==> src/rtl/medidor_pwm.sv <==
// PWM receiver: measures high time (largura) and rise-to-rise period (periodo) of an
// asynchronous PWM input in clock cycles, flagging loss of signal and out-of-range widths.
module medidor_pwm #(
  parameter int unsigned N        = 32,
  parameter int unsigned TIMEOUT  = 2_000_000,
  parameter int unsigned LARG_MIN = 50_000,
  parameter int unsigned LARG_MAX = 100_000
) (
  input  logic         clock,
  input  logic         reset,
  input  logic         pwm_in,
  output logic [N-1:0] largura,
  output logic [N-1:0] periodo,
  output logic         pronto,
  output logic         fora_faixa,
  output logic         sem_sinal
);

  localparam logic [N-1:0] TIMEOUT_N  = N'(TIMEOUT);
  localparam logic [N-1:0] LARG_MIN_N = N'(LARG_MIN);
  localparam logic [N-1:0] LARG_MAX_N = N'(LARG_MAX);
  localparam logic [N-1:0] UM         = N'(1);

  typedef enum logic [1:0] {
    INICIAL,
    MEDE_ALTO,
    MEDE_BAIXO
  } estado_t;

  estado_t      estado;
  logic         sinc;
  logic         pwm_s;
  logic         pwm_d;
  logic [2:0]   valido;
  logic         sobe;
  logic         desce;
  logic [N-1:0] cont;
  logic [N-1:0] larg_tmp;

  // valido gates edge detection until pwm_s/pwm_d hold real samples, so a line
  // that is already high when reset releases is not mistaken for a rise.
  always_ff @(posedge clock or negedge reset) begin
    if (!reset) begin
      sinc   <= 1'b0;
      pwm_s  <= 1'b0;
      pwm_d  <= 1'b0;
      valido <= 3'b000;
    end else begin
      sinc   <= pwm_in;
      pwm_s  <= sinc;
      pwm_d  <= pwm_s;
      valido <= {valido[1:0], 1'b1};
    end
  end

  assign sobe  = valido[2] & pwm_s & ~pwm_d;
  assign desce = valido[2] & ~pwm_s & pwm_d;

  always_ff @(posedge clock or negedge reset) begin
    if (!reset) begin
      cont <= '0;
    end else if (sobe) begin
      cont <= UM;
    end else if (cont != TIMEOUT_N) begin
      cont <= cont + UM;
    end
  end

  always_ff @(posedge clock or negedge reset) begin
    if (!reset) begin
      estado     <= INICIAL;
      larg_tmp   <= '0;
      largura    <= '0;
      periodo    <= '0;
      pronto     <= 1'b0;
      fora_faixa <= 1'b0;
      sem_sinal  <= 1'b0;
    end else begin
      pronto <= 1'b0;
      // A rise in the same cycle as the timeout takes priority.
      if (cont == TIMEOUT_N && !sobe) begin
        sem_sinal  <= 1'b1;
        largura    <= '0;
        periodo    <= '0;
        fora_faixa <= 1'b0;
        estado     <= INICIAL;
      end else begin
        case (estado)
          INICIAL: begin
            if (sobe) estado <= MEDE_ALTO;
          end
          MEDE_ALTO: begin
            if (desce) begin
              larg_tmp <= cont;
              estado   <= MEDE_BAIXO;
            end
          end
          MEDE_BAIXO: begin
            if (sobe) begin
              largura    <= larg_tmp;
              periodo    <= cont;
              fora_faixa <= (larg_tmp < LARG_MIN_N) || (larg_tmp > LARG_MAX_N);
              pronto     <= 1'b1;
              sem_sinal  <= 1'b0;
              estado     <= MEDE_ALTO;
            end
          end
          default: estado <= INICIAL;
        endcase
      end
    end
  end

endmodule

==> config.mk <==
export PLATFORM = sky130hd
export DESIGN_NAME = medidor_pwm
export DESIGN_NICKNAME = d
export VERILOG_FILES = /design/src/rtl/medidor_pwm.sv
export SDC_FILE = /design/constraint.sdc
export NUM_CORES = 1
export LEC_CHECK = 0
export BUFFER_PORTS_ARGS = -buffer_cell sky130_fd_sc_hd__buf_2
export CAP_MARGIN = 20
export CORE_UTILIZATION = 50
export CTS_CLUSTER_DIAMETER = 100
export DETAILED_ROUTE_END_ITERATION = 7
export PLACE_DENSITY = 0.73
export RECOVER_POWER = 50
export SYNTH_ARGS = -nofsm -noshare
export SYNTH_HDL_FRONTEND = slang
export SYNTH_SLANG_ARGS = --single-unit
==> constraint.sdc <==
create_clock -name clock -period 5.9 [get_ports clock]
set_clock_uncertainty 0.2 [all_clocks]
set_input_delay 0.59 -clock clock [delete_from_list [all_inputs] [get_ports clock]]
set_output_delay 0.59 -clock clock [all_outputs]
set_load 0.005 [all_outputs]
**Yosys cells after proc, flatten, opt, wreduce, memory -nomap -nowiden**

Index checks and enable logic that the tools add are counted.

- Register bits after elaboration: 139
- Bits of input ports: 3
- Output and inout port bits: 67
- Logic and storage cells: 60

- $add $sub $neg: 1
- Order comparisons: 2
- Eq/ne operators: 6
- Muxes and demuxes: 21
- Bitwise gates (word level): 7
- Reductions and logical operators: 11

Operators with widths:

| cell | number |
|---|---|
| 32-bit two-way mux | 8 |
| 32-bit by 1-bit adder with 32-bit output (second input constant) | 1 |
| 32-bit by 21-bit equality test with 1-bit output (second input constant) | 1 |
| 32-bit by 17-bit greater-than comparator with 1-bit output (second input constant) | 1 |
| 32-bit by 16-bit less-than comparator with 1-bit output (second input constant) | 1 |
| 32-bit by 21-bit inequality test with 1-bit output (second input constant) | 1 |
| 1-bit two-way mux | 9 |
| 2-bit two-way mux | 3 |
| 2-bit nonzero test | 3 |
| 1-bit bitwise AND | 4 |
| 2-bit case mux with 2 select lines | 1 |
| 2-bit AND reduction | 2 |
| 3-bit by 1-bit inequality test with 1-bit output (second input constant) | 1 |
| 3-bit inequality test (second input constant) | 1 |
| 1-bit NOT | 3 |
| 3-bit AND reduction | 1 |
| 2-bit by 1-bit equality test with 1-bit output (second input constant) | 1 |
| 2-bit equality test (second input constant) | 1 |
| 2-bit zero test | 1 |
| 2-bit OR reduction | 1 |
| 1-bit logical AND | 1 |
| 1-bit zero test | 1 |
| 1-bit logical OR | 1 |

**Depth between registers and ports, before layout**

- Depth in word-level cells: 6
- Depth in mapped cells: 9
- Gate-level depth less buffers: 7

**Worst setup path before layout**

No wires, ideal clock.

- Kind: register -> register
- Start point: register cont[0]
- End point: register larg_tmp[10]
- Library setup time: 0.125 ns
- Arrival time: 1.900 ns
- Data required time: 5.575 ns
- Slack: 3.675 ns
- Stages on the path, launching flop included: 8
- Path buffers: 1
- Period minus slack after synthesis: 2.225 ns
- Path through: dfrtp_1 -> inv_1 -> ha_1 -> nor4b_1 -> nand4_1 -> o2111ai_2 -> buf_4 -> mux2_2

- Cells in the longest elaborated chain, start to end: 4

Ends and longest elaborated chain:

| what | RTL line | RTL |
|---|---|---|
| from (decl) | 37 | `logic [N-1:0] cont;` |
| from (signal assigned) | 65 | `cont <= cont + UM;` |
| 32-bit by 21-bit equality test with 1-bit output | 81 | `if (cont == TIMEOUT_N && !sobe) begin` |
| 1-bit logical AND | 81 |  |
| 1-bit NOT (no line) | - |  |
| 3-bit AND reduction (no line) | - |  |
| to (signal assigned) | 94 | `larg_tmp <= cont;` |
| to (decl) | 38 | `logic [N-1:0] larg_tmp;` |

Every way passes these cells.
A chain may end at the register's enable or synchronous reset.

==> flow_metrics.tcl <==
set metrics [dict create \
    status "finished, violations left" \
    violations "capacitance limit, slew limit" \
    antenna_found_initial 0 \
    dieArea_um2 11800 \
    max_freq_ghz 0.277 \
    crit_chain "dlygate4sd3_1, clkbuf_1, buf_4, buf_16" \
    dr.pass1.iters 4 \
    yosys_warnings 0 \
    syn-num-nets 465 \
    die_h_um 109 \
    cpMaxStageDelayCell "clkbuf_1" \
    instances_no_fill 675 \
    die_x_um 109 \
    synth_edf_count 0 \
    final_hold_viol_count 0 \
    crit_path_end_kind "asynchronous set/reset pin" \
    clock_path_buffers 2 \
    rows 38 \
    finalCriticalPeriod_ps 3600 \
    grt_pass1_wl_mm 19.8 \
    ys_seq_area_frac 0.611 \
    n_fill_cell 869 \
    synthArstFlopShare 1.00 \
    io_pins 70 \
    fin_util 0.610 \
    cts_tree "done" \
    htreeDepth 4 \
    power_density_nw_per_um2 346 \
    cpPeakStageDelay_ps 1990 \
    required_ps 6260 \
    layout-drive-gt1-share 0.206 \
    hp-class "in2reg" \
    grt_max_degree 86 \
    criticalPathCategory "in2async" \
    rsz0062_at_grt "false" \
    drc 0 \
    fin_worst_hold_slack_ps 75.1 \
    synthDistinctLibCells 46 \
    track_usage 0.228 \
    cts-buffers-inserted 17 \
    grt-ovfl-total 0 \
    initial_core_util 0.518 \
    wl_per_cell_um 18.3 \
    setup_tns_ps 0 \
    ys.flop_type "dfrtp_1" \
    insertion_delay_ps 420 \
    ir_drop_uv 169 \
    yosysMostFrequentCell "dfrtp_1" \
    netlist_area_um2 5690 \
    synth.largest_area_cell "dfrtp_1" \
    totalWireLength_mm 12.3 \
    syn_avg_cell_area_um2 12.4 \
    area_growth_pct 17.6 \
    drv_slew 56 \
    num_antenna_cells 0 \
    fin_ws_ps 2300 \
    maxCapViolCount 1 \
    routabilityCongestion 0.827 \
    synthTopCellsByArea "dfrtp_1, a22o_1, mux2_2, xnor2_1, nor2_1" \
    vias_per_cell 5.73 \
    arrival_ps 3970 \
    pre_cts_ws_ps 3210 \
    worstMarginPinSlew_ps 2830 \
    clock_sinks 139 \
    leakage_nw 3.17 \
    synth_seq_cells 139 \
    placed_cells 641 \
    port-buffer-count 69 \
    post_cts_resized 0 \
    dr_total_vias 3866 \
    fin_crit_sh 0.611 \
    grt_pass1_vias 3741 \
    core_area_um2 11000 \
    start_kind "input port" \
    drtAntennaViolNets 0 \
    slew_headroom -0.890 \
    setup_viol 0 \
    root_buffer "clkbuf_16" \
    yosysTopAreaCellShare 0.611 \
    synth_common_cells "dfrtp_1, a22o_1, nor2_1" \
    dpl.hpwl_mm 8.06 \
    syn_inst 460 \
    clkTransAtPathRegs_ps 60 \
    nets 527 \
    critPathMaxFanout 76 \
    drt_iter0_markers 249 \
]
## final timing paths
kind,slack [ps],endpoint,from,cells past startpoint
worst max-delay path,2300,cont[8]$_DFFE_PN0N_,reset,4
worst min-delay path,80,sinc$_DFF_PN0_,pwm_in,1
worst max register to register,3180,fora_faixa$_DFFE_PN0P_,cont[0]$_DFFE_PN0N_,8
worst min register to register,150,valido[1]$_DFF_PN0_,valido[0]$_DFF_PN0_,0
max in group clock,3180,fora_faixa$_DFFE_PN0P_,cont[0]$_DFFE_PN0N_,8
min in group asynchronous,1430,periodo[19]$_DFFE_PN0P_,reset,2
## cells in the final DEF, fill, tap and decap left out, types with 3 or more instances in the layout
cell type,instances
clkbuf_16,17
xor2_1,5
buf_2,37
a21oi_1,6
nand4_1,8
and4_1,3
inv_1,11
inv_6,3
clkbuf_1,31
nor3_1,9
nor4_1,8
nand2_1,23
mux2_2,22
or3_1,4
nand3_1,10
nor4_2,6
nor4b_1,5
o21ai_0,14
a22o_1,64
nor2_1,37
dfrtp_1,139
clkinvlp_4,4
buf_4,5
xnor2_1,22
nor2b_1,3
## cell families after synthesis
family / count (synthesis) / share of synthesized area
AOI/OAI and AO/OA: 94 / 0.131
muxes: 24 / 0.0470
adders and majority gates: 2 / 0.00439
other: 1 / 0.000659
buffers and inverters: 44 / 0.0358
DFF: 139 / 0.611
xor gates and xnor gates: 27 / 0.0415
and+or+nand+nor: 129 / 0.128
## power breakdown
| part | internal, W | switching, W |
|---|---|---|
| registers | 0.00102 | 0.0000647 |
| logic | 0.0000849 | 0.0000975 |
| clock network | 0.000648 | 0.000404 |
| total | 0.00175 | 0.000566 |
## registers in the layout, indices dropped and copies added, names as in the netlist
name / flops
sem_sinal: 1
largura: 32
estado: 2
fora_faixa: 1
pwm_d: 1
pronto: 1
larg_tmp: 32
sinc: 1
pwm_s: 1
cont: 32
valido: 3
periodo: 32
## stage by stage
step                      area (µm²)  total power [W]
after CTS                       6720          0.00234
after floorplan                 5690          0.00120
final                           6700          0.00232
after global routing            6700          0.00242
after detailed placement        6110          0.00128
after global placement          6110          0.00128
## timing repair
| item | in CTS | in global routing |
|---|---|---|
| buffers inserted | 0 | 0 |
| endpoints found under the setup margin | 0 | 0 |
| hold buffers | 1 | 0 |
| hold endpoints to repair | 54 | 0 |
## layer usage
metal | wire length [µm] | GRT usage | part of all wire
met1 | 5900 | 0.329 | 0.48
met2 | 5630 | 0.329 | 0.46
met3 | 630 | 0.0705 | 0.051
met4 | 157 | 0.0763 | 0.013
met5 | 0 | 0 | 0
## worst max-delay path, delay by kind of cell
family | cells | cell delay [ps]
buf+inv | 4 | 3340
## cell type report
type                    instances  area [µm²]  share of cell area
repair buffers                 76         380              0.0568
clock inverters                12         139              0.0207
multi-input cells             277        2030               0.303
clock buffers                  20         457              0.0682
inverters                      11        41.3             0.00616
well taps                     140         175              0.0262
flip-flops and latches        139        3480               0.519
Power figures use the tool's default switching activity.
